`config.mk`:
```
export PLATFORM = sky130hd
export DESIGN_NAME = mips_cpu_fetch_flat
export DESIGN_NICKNAME = d
export VERILOG_FILES = /design/src/rtl/mips_cpu_pkg.sv /design/src/rtl/mips_cpu_fetch_if.sv /design/src/rtl/mips_cpu_pc_target.sv /design/src/rtl/mips_cpu_fetch.sv /design/src/flat_wrapper.sv
export SDC_FILE = /design/constraint.sdc
export NUM_CORES = 1
export LEC_CHECK = 0
export BUFFER_PORTS_ARGS = -buffer_cell sky130_fd_sc_hd__buf_2
export CORE_MARGIN = 2
export CORE_UTILIZATION = 45
export CTS_CLUSTER_DIAMETER = 150
export DETAILED_ROUTE_END_ITERATION = 10
export GPL_TIMING_DRIVEN = 1
export PLACE_DENSITY = 0.67
export RECOVER_POWER = 100
export SYNTH_ARGS = -nofsm -noshare
export SYNTH_HDL_FRONTEND = slang
export SYNTH_SLANG_ARGS = --single-unit
```
`constraint.sdc`:
```
create_clock -name clk -period 3.6 [get_ports clk]
set_input_delay 0.36 -clock clk [delete_from_list [all_inputs] [get_ports clk]]
set_output_delay 0.36 -clock clk [all_outputs]
set_load 0.005 [all_outputs]
```
`src/rtl/mips_cpu_pkg.sv`:
```
// Shared types and constants for the MIPS fetch stage and the control decoder.
package mips_cpu_pkg;

  typedef enum logic [1:0] {
    PC_SEQ    = 2'd0,
    PC_BRANCH = 2'd1,
    PC_JUMP   = 2'd2,
    PC_JREG   = 2'd3
  } ctrl_pc_t;

  typedef enum logic [1:0] {
    ST_FETCH  = 2'd0,
    ST_ISSUE  = 2'd1,
    ST_HALTED = 2'd2
  } fetch_state_t;

  localparam logic [31:0] RESET_VECTOR_DEFAULT = 32'hBFC0_0000;

endpackage

```
`src/rtl/mips_cpu_fetch_if.sv`:
```
// Instruction bus and decoder handshake seen by the fetch stage.
interface mips_cpu_fetch_if
  import mips_cpu_pkg::*;
  ();

  logic [31:0] mem_address;
  logic        mem_read;
  logic        mem_waitrequest;
  logic [31:0] mem_readdata;
  logic [31:0] instr;
  logic [31:0] instr_pc;
  logic        instr_valid;
  logic        instr_ready;
  ctrl_pc_t    ctrl_pc;
  logic [31:0] reg_rs_data;

  modport master (
    output mem_address, mem_read, instr, instr_pc, instr_valid,
    input  mem_waitrequest, mem_readdata, instr_ready, ctrl_pc, reg_rs_data
  );

  modport slave (
    input  mem_address, mem_read, instr, instr_pc, instr_valid,
    output mem_waitrequest, mem_readdata, instr_ready, ctrl_pc, reg_rs_data
  );

endinterface

```
`src/rtl/mips_cpu_pc_target.sv`:
```
// Combinational control-transfer target: branch, J/JAL region jump, or JR register.
module mips_cpu_pc_target
  import mips_cpu_pkg::*;
(
  input  logic [31:0] instr,
  input  logic [31:0] instr_pc,
  input  ctrl_pc_t    ctrl_pc,
  input  logic [31:0] reg_rs_data,
  output logic [31:0] target
);

  function automatic logic [31:0] branch_target(input logic [31:0] pc_next,
                                                input logic [15:0] imm);
    logic signed [31:0] offset;
    offset = signed'({{14{imm[15]}}, imm, 2'b00});
    return pc_next + $unsigned(offset);
  endfunction

  logic [31:0] pc_next;
  logic [31:0] raw;

  assign pc_next = instr_pc + 32'd4;

  always_comb begin
    raw = pc_next;
    case (ctrl_pc)
      PC_BRANCH: raw = branch_target(pc_next, instr[15:0]);
      PC_JUMP:   raw = {pc_next[31:28], instr[25:0], 2'b00};
      PC_JREG:   raw = reg_rs_data;
      default:   raw = pc_next;
    endcase
  end

  // Opcode bits of instr only matter to the decoder; masking keeps targets word aligned.
  assign target = raw & {30'h3FFF_FFFF, 2'b00} | {26'd0, instr[31:26] & 6'd0};

endmodule

```
`src/rtl/mips_cpu_fetch.sv`:
```
// Fetch stage: owns the PC, reads instructions over the bus, applies delay-slot transfers.
module mips_cpu_fetch
  import mips_cpu_pkg::*;
#(
  parameter logic [31:0] RESET_VECTOR = RESET_VECTOR_DEFAULT
) (
  input  logic              clk,
  input  logic              rst_n,
  output logic              active,
  mips_cpu_fetch_if.master  bus
);

  fetch_state_t state, state_nxt;
  logic [31:0]  pc, pc_nxt;
  logic         mem_read, mem_read_nxt;
  logic [31:0]  instr, instr_nxt;
  logic [31:0]  instr_pc, instr_pc_nxt;
  logic         instr_valid, instr_valid_nxt;
  logic         active_nxt;
  logic         delay_pending, delay_pending_nxt;
  logic [31:0]  target, target_nxt, target_calc;
  logic         retire;

  mips_cpu_pc_target u_target (
    .instr       (instr),
    .instr_pc    (instr_pc),
    .ctrl_pc     (bus.ctrl_pc),
    .reg_rs_data (bus.reg_rs_data),
    .target      (target_calc)
  );

  assign retire = instr_valid & bus.instr_ready;

  always_comb begin
    state_nxt         = state;
    pc_nxt            = pc;
    mem_read_nxt      = mem_read;
    instr_nxt         = instr;
    instr_pc_nxt      = instr_pc;
    instr_valid_nxt   = instr_valid;
    active_nxt        = active;
    delay_pending_nxt = delay_pending;
    target_nxt        = target;
    case (state)
      ST_FETCH: begin
        if (!mem_read) begin
          mem_read_nxt = 1'b1;
        end else if (!bus.mem_waitrequest) begin
          instr_nxt       = bus.mem_readdata;
          instr_pc_nxt    = pc;
          instr_valid_nxt = 1'b1;
          mem_read_nxt    = 1'b0;
          state_nxt       = ST_ISSUE;
        end
      end
      ST_ISSUE: begin
        if (retire) begin
          instr_valid_nxt = 1'b0;
          if (delay_pending) begin
            // Slot retired: the latched target wins, and a transfer to 0 ends the program.
            delay_pending_nxt = 1'b0;
            if (target == 32'd0) begin
              active_nxt = 1'b0;
              state_nxt  = ST_HALTED;
            end else begin
              pc_nxt       = target;
              mem_read_nxt = 1'b1;
              state_nxt    = ST_FETCH;
            end
          end else begin
            pc_nxt       = pc + 32'd4;
            mem_read_nxt = 1'b1;
            state_nxt    = ST_FETCH;
            if (bus.ctrl_pc != PC_SEQ) begin
              target_nxt        = target_calc;
              delay_pending_nxt = 1'b1;
            end
          end
        end
      end
      ST_HALTED: begin
        mem_read_nxt    = 1'b0;
        instr_valid_nxt = 1'b0;
        active_nxt      = 1'b0;
      end
      default: state_nxt = ST_FETCH;
    endcase
  end

  always_ff @(posedge clk or negedge rst_n) begin
    if (!rst_n) begin
      state         <= ST_FETCH;
      pc            <= RESET_VECTOR;
      mem_read      <= 1'b0;
      instr         <= 32'd0;
      instr_pc      <= 32'd0;
      instr_valid   <= 1'b0;
      active        <= 1'b1;
      delay_pending <= 1'b0;
      target        <= 32'd0;
    end else begin
      state         <= state_nxt;
      pc            <= pc_nxt;
      mem_read      <= mem_read_nxt;
      instr         <= instr_nxt;
      instr_pc      <= instr_pc_nxt;
      instr_valid   <= instr_valid_nxt;
      active        <= active_nxt;
      delay_pending <= delay_pending_nxt;
      target        <= target_nxt;
    end
  end

  assign bus.mem_address = pc;
  assign bus.mem_read    = mem_read;
  assign bus.instr       = instr;
  assign bus.instr_pc    = instr_pc;
  assign bus.instr_valid = instr_valid;

endmodule

```
`src/flat_wrapper.sv`:
```
// flat-port wrapper written by rule: the top's interface ports become plain ports
module mips_cpu_fetch_flat import mips_cpu_pkg::*;
#(
  parameter logic [31:0] RESET_VECTOR = RESET_VECTOR_DEFAULT
)
  (clk, rst_n, active, bus_mem_address, bus_mem_read, bus_instr, bus_instr_pc, bus_instr_valid, bus_mem_waitrequest, bus_mem_readdata, bus_instr_ready, bus_ctrl_pc, bus_reg_rs_data);
  mips_cpu_fetch_if bus_i ();
  input  logic clk;
  input  logic rst_n;
  output logic active;
  output wire logic [$bits(bus_i.mem_address)-1:0] bus_mem_address;
  output wire logic [$bits(bus_i.mem_read)-1:0] bus_mem_read;
  output wire logic [$bits(bus_i.instr)-1:0] bus_instr;
  output wire logic [$bits(bus_i.instr_pc)-1:0] bus_instr_pc;
  output wire logic [$bits(bus_i.instr_valid)-1:0] bus_instr_valid;
  input wire logic [$bits(bus_i.mem_waitrequest)-1:0] bus_mem_waitrequest;
  input wire logic [$bits(bus_i.mem_readdata)-1:0] bus_mem_readdata;
  input wire logic [$bits(bus_i.instr_ready)-1:0] bus_instr_ready;
  input wire logic [$bits(bus_i.ctrl_pc)-1:0] bus_ctrl_pc;
  input wire logic [$bits(bus_i.reg_rs_data)-1:0] bus_reg_rs_data;
  assign bus_mem_address = bus_i.mem_address;
  assign bus_mem_read = bus_i.mem_read;
  assign bus_instr = bus_i.instr;
  assign bus_instr_pc = bus_i.instr_pc;
  assign bus_instr_valid = bus_i.instr_valid;
  assign bus_i.mem_waitrequest = bus_mem_waitrequest;
  assign bus_i.mem_readdata = bus_mem_readdata;
  assign bus_i.instr_ready = bus_instr_ready;
  assign bus_i.ctrl_pc = bus_ctrl_pc;
  assign bus_i.reg_rs_data = bus_reg_rs_data;
  mips_cpu_fetch #(.RESET_VECTOR(RESET_VECTOR)) u_core (.clk(clk), .rst_n(rst_n), .active(active), .bus(bus_i));
endmodule
```
# --- Yosys cells after proc, flatten, opt, wreduce, memory -nomap -nowiden ---
# Cells that the tools add are included.
word_totals:
  inputBits: 70
  ff_bits: 132
op_classes:
  n_mux: 25
  reduce_logical: 13
  addsub: 3
  n_bitwise: 4
  n_eq_ne: 12
ops:
  columns: ["op", "n"]
  rows:
  - ["32-bit one-hot mux with 3 select lines", 1]
  - ["32-bit by 3-bit adder with 32-bit output, second input constant", 2]
  - ["32-bit 2-to-1 mux", 2]
  - ["32-bit adder", 1]
  - ["32-bit zero test", 1]
  - ["4-bit AND reduction", 4]
  - ["1-bit 2-to-1 mux", 13]
  - ["2-bit 2-to-1 mux", 5]
  - ["3-bit AND reduction", 3]
  - ["2-bit by 1-bit != test with 1-bit output, second input constant", 4]
  - ["2-bit == test, second input constant", 3]
  - ["1-bit one-hot mux with 3 select lines", 2]
  - ["2-bit one-hot mux with 3 select lines", 1]
  - ["2-bit by 1-bit == test with 1-bit output, second input constant", 2]
  - ["2-bit != test, second input constant", 2]
  - ["2-bit nonzero test", 2]
  - ["3-bit != test, second input constant", 1]
  - ["1-bit NOT", 3]
  - ["3-bit nonzero test", 1]
  - ["2-bit zero test", 1]
  - ["1-bit one-hot mux with 2 select lines", 1]
  - ["2-bit AND reduction", 1]
  - ["1-bit AND", 1]

# --- Longest topological paths before layout ---
# Gate-level depths: netlist (run 1).
logic_depth:
  ltp_word: 5
  mapped_depth: 16
  ltp_nobuf: 16

# --- Modules after synthesis ---
# A second synthesis (run 1) with hierarchy kept.
hier_totals:
  cells_unflattened: 853
  area_unflattened_um2: 8928.6
modules_own_cells:
  columns: ["module", "cells_each", "n_inst", "seq_area_each_um2", "area_per_inst_um2"]
  rows:
  - ["mips_cpu_fetch", 509, 1, 3365.7, 6084.6]
  - ["mips_cpu_pc_target", 344, 1, 0.0, 2844.0]

# --- Worst setup path after synthesis (run 1) ---
# No wires, ideal clock.
synth_timing:
  path_type: "register -> register"
  from: "reg u_core.instr_pc[2], in the netlist u_core.bus.instr_pc[2]"
  to: "reg u_core.target[27]"
  setup_ns: 0.126
  required_time_ns: 3.474
  arrival_time_ns: 3.136
  stages_incl_launch_ff: 17
  path_buffers: 0
  path_slack_ns: 0.338
  path_cell_list: "dfrtp_1 ha_1 nand3_1 nor3_1 nand2_1 nor2_1 nand4_1 xnor2_1 ha_1 a21o_1 a21o_1 a21oi_1 o21bai_1 a21oi_1 o21ai_1 xor2_1 a221o_1"
synth_via:
  elab_chain_cells: 3
synth_rtl:
  columns: ["element", "line", "source"]
  rows:
  - ["start: declaration", "mips_cpu_fetch.sv:17", "logic [31:0] instr_pc, instr_pc_nxt;"]
  - ["start signal: assignment", "mips_cpu_fetch.sv:106", "instr_pc <= instr_pc_nxt;"]
  - ["32-bit by 3-bit adder with 32-bit output *", "mips_cpu_pc_target.sv:22", "assign pc_next = instr_pc + 32'd4;"]
  - ["32-bit adder", "mips_cpu_pc_target.sv:16", "return pc_next + $unsigned(offset);"]
  - ["32-bit one-hot mux with 3 select lines *", "mips_cpu_pc_target.sv:26", "case (ctrl_pc)"]
  - ["end signal: assignment", "mips_cpu_fetch.sv:110", "target <= target_nxt;"]
  - ["end: declaration", "mips_cpu_fetch.sv:21", "logic [31:0] target, target_nxt, target_calc;"]
# Mark *: on every way between the ends. The rest lies on a longest branch, timed or not.
# A chain may end at the register's enable or synchronous reset.

# --- Final worst setup path (run 1) ---
layout_timing:
  from: "reg u_core.instr_pc[3], in the netlist u_core.bus.instr_pc[3]"
  to: "reg u_core.target[27]"
# Same word-level chain as after synthesis.

==> impl_metrics.yaml, run 1 <==
route:
  vias_per_cell: 5.85
  routed_wl_um: 24500
  post_drt_wl_per_cell_um: 18.7
  first_iter_violations: 627
  vias: 7637
  dr.pass1.iters: 5
  ant_nets: 0
  route.detailed.drc: 0
power:
  peakVddDrop_mv: 0.449
  p_leak_nw: 4.58
  finalPower_w: 0.00985
  powerDensity_nw_per_um2: 972
critical_path:
  cp-end-kind: "register"
  start_kind: "register"
  cp_max_fo: 6
  worstSetupPathType: "register to register"
  critPathArrivalTime_ns: 3.76
  crit_required_ns: 3.90
yosys:
  yosys.area_share.simple: 0.168
  synth_adder_area_share: 0.0627
  synth_warnings: 0
  yosys.area_share.xor_xnor: 0.0528
  netlist.area_leader.share: 0.356
  ys_types: 62
  syn_area_per_cell_um2: 9.35
  synthArstFlopShare: 1.00
  ys_seq_elements: 128
  yosysMostFrequentCell: "dfrtp_1"
  yosys.area.top_type: "dfrtp_1"
  seq_area_frac_synth: 0.387
  syn_inst: 888
  syn_area_um2: 8300
  synthTopCellsByCount: "dfrtp_1 (118), nand2_1 (75), a21oi_1 (65), mux2_2 (64), o21ai_0 (56)"
  synthMuxAreaShare: 0.112
  synth_compound_area_frac: 0.183
  synth_edf_count: 0
  synth_area_leaders: "dfrtp_1 (36%), mux2_2 (8.7%), ha_1 (6.0%)"
  synth-main-ff-cell: "dfrtp_1"
  synth_top_family_by_area: "compound AO/OA/AOI/OAI gates"
cts:
  clk_latency_ns: 0.43
  cts-root-buf: "clkbuf_16"
  cts_num_sinks: 128
  htree_levels: 4
  cts_tree: "done"
  clk_path_buf_depth: 2
  cts-buffers-inserted: 17
  path_clk_slew_ns: 0.06
run:
  cap_violations: 1
timing:
  fin_tns_setup_ns: 0
  maxClockFrequency_mhz: 289
  fin_ws_ns: 0.138
  hold_violations: 0
  hold_ws_ns: 0.160
  slew_headroom: -0.147
  setup_violations: 0
  timing.final.crit_share: 0.962
  worstMarginPinSlew_ns: 1.72
  fin_skew_ns: 0.0106
  finalCriticalPeriod_ns: 3.46
  rsz0062_at_grt: "yes"
  drv_slew: 68
global_route:
  grt_first_pass_wirelength_um: 38700
  grt_max_degree: 68
  antenna_found_initial: 0
  grtUsageTotal: 0.250
  grt-ovfl-total: 0
  grt_pass1_vias: 7023
die:
  io_pins: 169
  start_util: 0.461
  die_x_um: 140
  num_rows: 49
  core-area_um2: 18000
  die_h_um: 140
  die-area_um2: 19600
final_layout:
  stdcell_area_um2: 10100
  areaGrowthSynthToFinish_pct: 22.1
  drive_gt1_frac: 0.291
  final_nets: 1174
  num-fill-cells: 1633
  antennaDiodeCount: 0
run_status:
  violations: "capacitance limit, slew limit"
  status: "finished with violations"
placed_design:
  place.gp.congestion: 0.941
  placed_area_um2: 9470
  dp_slack_ns: 0.117
  dp_hpwl_um: 18300
  portBuffers: 162
hold_path:
  hold_class: "input port to register"
cell usage in the layout (no fill, tap or decap), types with 4 or more instances in the layout:
cell type,count
a211oi_1,9
a21o_1,20
a21oi_1,65
a221o_1,12
a221oi_1,4
a22oi_1,8
a31oi_1,15
and2_1,5
and3_1,12
and4_1,5
buf_2,145
buf_4,32
bufinv_16,4
clkbuf_1,18
clkbuf_16,17
clkinv_2,5
conb_1,4
dfrtp_1,113
dfrtp_2,5
dfstp_2,10
ha_1,39
inv_1,25
mux2_2,64
mux2i_1,21
nand2_1,73
nand2b_1,8
nand3_1,35
nand4_1,20
nor2_1,52
nor2b_1,10
nor3_1,25
nor4_1,7
o211ai_1,7
o21ai_0,56
o21ai_1,4
o22ai_1,16
xnor2_1,28
xor2_1,21
per-stage QoR:
stage                     std cells  utilization
after floorplan                 891            -
after global placement         1268        0.525
after detailed placement       1268        0.525
after CTS                      1301        0.560
after global routing           1305        0.562
final                          1305        0.562
flip-flops by register name (all words and copies together) (netlist names):
register and flops:
u_core.active 1, u_core.bus.instr 32, u_core.bus.instr_pc 30, u_core.bus.instr_valid 1
u_core.bus.mem_address 30, u_core.bus.mem_read 1, u_core.delay_pending 1, u_core.state 2
u_core.target 30
area by class of cell:
class / count / area, um^2 / area share
Tap cell: 229 / 287 / 0.0283
Sequential cell: 128 / 3220 / 0.318
Multi-Input combinational cell: 695 / 4860 / 0.480
Clock inverter: 11 / 161 / 0.0159
Clock buffer: 21 / 460 / 0.0454
Inverter: 25 / 93.8 / 0.00926
Timing Repair Buffer: 196 / 1050 / 0.103
worst max-delay path, cell delays in order, from the launching register on:
cell	delay (ns)
dfrtp_1	0.36
buf_4	0.13
ha_1	0.18
nand2_1	0.11
or4_4	0.47
nor2_1	0.13
xor2_1	0.21
ha_2	0.35
and2_1	0.20
a221o_1	0.37
a21oi_4	0.21
o21ai_1	0.14
xor2_1	0.16
a221o_1	0.32
final timing paths:
path	from	endpoint	slack, ns	cells past startpoint
setup / recovery	u_core.bus.instr_pc[3]	u_core.target[27]	0.14	13
hold / removal	bus_mem_readdata[1]	u_core.bus.instr[1]	0.16	2
setup reg to reg	u_core.bus.instr_pc[3]	u_core.target[27]	0.14	13
hold reg to reg	u_core.active	u_core.active	0.47	2
max in group asynchronous	rst_n	u_core.bus.instr_pc[12]	0.81	3
min in group asynchronous	rst_n	u_core.bus.instr[5]	0.93	2
metal layers:
metal / wire (um) / global-route usage / vias up
met5: 0 / 0 / -
met4: 558 / 0.0763 / 0
met3: 1710 / 0.0492 / 41
met2: 10800 / 0.372 / 300
met1: 11400 / 0.369 / 3664
li1: - / - / 3632
power by group:
part / internal (W) / leakage, nW / switching [W] / total, W
Clock: 0.00119 / 0.307 / 0.000652 / 0.00184
Combinational: 0.00238 / 2.78 / 0.00279 / 0.00517
Sequential: 0.00206 / 1.49 / 0.000780 / 0.00284
Total: 0.00563 / 4.58 / 0.00422 / 0.00985
cells by family (layout without fill, tap and decap cells):
family	Yosys count	count (layout)
AOI/OAI and AO/OA	239	239
and+or+nand+nor	276	276
DFF	128	128
muxes	85	85
other	1	4
adders and majority gates	41	41
xor gates and xnor gates	50	50
buffers and inverters	68	253
repair_timing:
action,in CTS,in global routing
setup buffers,0,4
endpoints found under the setup margin,0,10
hold buffers,1,0
gates resized for setup,0,16
endpoints found under the hold margin,63,0
Power figures use the tool's default switching activity.
==> run 2, diff against run 1 <==
SYNTH_HIERARCHICAL = 1   (was not set)
==> impl_metrics.yaml, run 2 <==
run_status:
  status: "finished with violations"
  violations: "capacitance limit, slew limit, setup timing"
placed_design:
  placedCellCount: 1348
  placed_area_um2: 10700
  portBuffers: 166
  place.gp.congestion: 0.902
  dp_slack_ns: -0.279
  dp_hpwl_um: 19900
power:
  switchingPower_w: 0.00526
  peakVddDrop_mv: 0.650
  powerDensity_nw_per_um2: 1070
  seq_power_share: 0.254
  power_frac_clock: 0.146
  p_leak_nw: 5.24
  intPower_w: 0.00722
  swShare: 0.422
  comb_power_share: 0.600
timing:
  drv_slew: 153
  fin_ws_ns: -0.107
  hold_ws_ns: 0.159
  maxClockFrequency_mhz: 270
  worstMarginPinSlew_ns: 2.29
  hold_violations: 0
  setup_violations: 7
  fin_skew_ns: 0.0145
  timing.final.crit_share: 1.03
  finalCriticalPeriod_ns: 3.71
  rsz0062_at_grt: "yes"
  slew_headroom: -0.528
yosys:
  syn_area_per_cell_um2: 10.5
  synth_top_family_by_area: "multiplexers"
  yosys.area_share.xor_xnor: 0.0500
  synthMuxAreaShare: 0.192
  synth_edf_count: 0
  synth-main-ff-cell: "dfrtp_1"
  yosys.area.top_type: "dfrtp_1"
  syn_area_um2: 8930
  synthTopCellsByCount: "dfrtp_1 (124), mux2_2 (99), a21oi_1 (57), nand2_1 (57), nor2_1 (48)"
  yosysMostFrequentCell: "dfrtp_1"
  ys_seq_elements: 134
  ys_types: 85
  synth_warnings: 6
  synthArstFlopShare: 1.00
  synth_adder_area_share: 0.0569
  seq_area_frac_synth: 0.377
  netlist.area_leader.share: 0.348
  synth_compound_area_frac: 0.149
  syn_inst: 853
  yosys.area_share.simple: 0.142
  synth_area_leaders: "dfrtp_1 (35%), mux2_2 (12%), mux4_2 (6.1%)"
final_layout:
  stdcell_area_um2: 11700
  layout_common_cells: "dfrtp_1 (124), buf_2 (119), buf_4 (105), mux2_2 (98), clkbuf_1 (57)"
  drive_gt1_frac: 0.410
  final_nets: 1225
  areaGrowthSynthToFinish_pct: 30.7
  final_cell_count_no_fill: 1393
  final_common_cell: "dfrtp_1"
  antennaDiodeCount: 0
cts:
  cts-hold-fix-buffers: 0
  cts-buffers-inserted: 17
  clk_latency_ns: 0.43
  htree_levels: 4
  cts_num_sinks: 134
  clk_path_buf_depth: 2
  cts_tree: "done"
  path_clk_slew_ns: 0.07
  cts-root-buf: "clkbuf_16"
global_route:
  grt_pass1_vias: 7766
  grt_first_pass_wirelength_um: 41900
  grt-ovfl-total: 0
  grt_max_degree: 87
  grtUsageTotal: 0.263
  antenna_found_initial: 0
critical_path:
  cp_max_fo: 4
  cp-end-kind: "register"
  worstSetupPathType: "register to register"
  reg2reg_depth: 15
  start_kind: "register"
  critPathArrivalTime_ns: 4.02
  crit_required_ns: 3.91
run:
  cap_violations: 2
hold_path:
  hold_class: "input port to register"
  holdPathStages: 2
route:
  route.detailed.drc: 0
  ant_nets: 0
  post_drt_wl_per_cell_um: 19.8
  vias: 8084
  first_iter_violations: 748
  dr.pass1.iters: 5
  vias_per_cell: 5.80
  routed_wl_um: 27600
die:
  io_pins: 169
  die_h_um: 145
  num_rows: 51
  core-area_um2: 19500
  die_x_um: 145
  start_util: 0.459
  die-area_um2: 21000
-- run 2: path summary, 6_finish.rpt --
path | slack (ns) | endpoint | start
setup / recovery | -0.11 | u_core/target[23] | u_core/bus.instr_pc[2]
hold / removal | 0.16 | u_core/bus.instr[27] | bus_mem_readdata[27]
setup reg to reg | -0.11 | u_core/target[23] | u_core/bus.instr_pc[2]
hold reg to reg | 0.49 | u_core/active | u_core/active
max in group asynchronous | 0.71 | u_core/bus.mem_address[21] | rst_n
min in group asynchronous | 0.54 | u_core/bus.instr[18] | rst_n
-- run 2: worst max-delay path: stages, from the launching register on --
cell	delay [ns]
dfrtp_1	0.37
ha_2	0.18
nand4_1	0.16
nor2_4	0.18
and3_4	0.28
nand3_2	0.11
xnor2_2	0.28
ha_4	0.28
a21oi_4	0.17
o21ai_2	0.08
buf_4	0.14
o31ai_4	0.34
buf_4	0.17
xnor2_1	0.05
mux4_2	0.51
mux2_2	0.28
-- run 2: cell type report --
| class | instances | area [um^2] |
|---|---|---|
| timing repair buffer | 285 | 1630 |
| multi-input combinational | 662 | 5680 |
| tap | 265 | 332 |
| fill | 1707 | 7790 |
| sequential | 134 | 3370 |
| clock inverter | 15 | 183 |
| inverter | 15 | 56.3 |
| clock buffer | 17 | 425 |
-- run 2: what timing repair did --
| item | 4_1_cts | 5_1_grt |
|---|---|---|
| endpoints found under the setup margin | 15 | 19 |
| pin swaps | 23 | 24 |
| setup buffers | 10 | 3 |
| gates resized for setup | 35 | 38 |
-- run 2: power groups by stage --
stage               registers [W]  clock network, W  logic, W
finish                    0.00318           0.00182   0.00749
global route              0.00329           0.00193   0.00812
CTS                       0.00315           0.00185   0.00718
detailed placement        0.00317                 0   0.00678
global placement          0.00313                 0   0.00669
floorplan                 0.00299                 0   0.00416
-- run 2: cell families after synthesis --
group,after synthesis
xor gates and xnor gates,51
and+or+nand+nor,244
adders and majority gates,40
muxes,129
buffers and inverters,58
other,1
DFF,134
AOI/OAI and AO/OA,196
-- run 2: stage by stage --
step | setup TNS, ns | util | total power [W]
2_1_floorplan | 0 | - | 0.00715
3_3_place_gp | -1.52 | 0.550 | 0.00982
3_5_place_dp | -2.14 | 0.550 | 0.00995
4_1_cts | -0.693 | 0.594 | 0.0122
5_1_grt | -2.86 | 0.600 | 0.0133
6_report | -0.457 | 0.600 | 0.0125
-- run 2: per-layer routing --
metal / part of all wire / GRT usage / vias to the layer above
li1: - / - / 3735
met1: 0.42 / 0.341 / 3970
met2: 0.50 / 0.445 / 341
met3: 0.068 / 0.0546 / 38
met4: 0.018 / 0.0751 / 0
met5: 0 / 0 / -
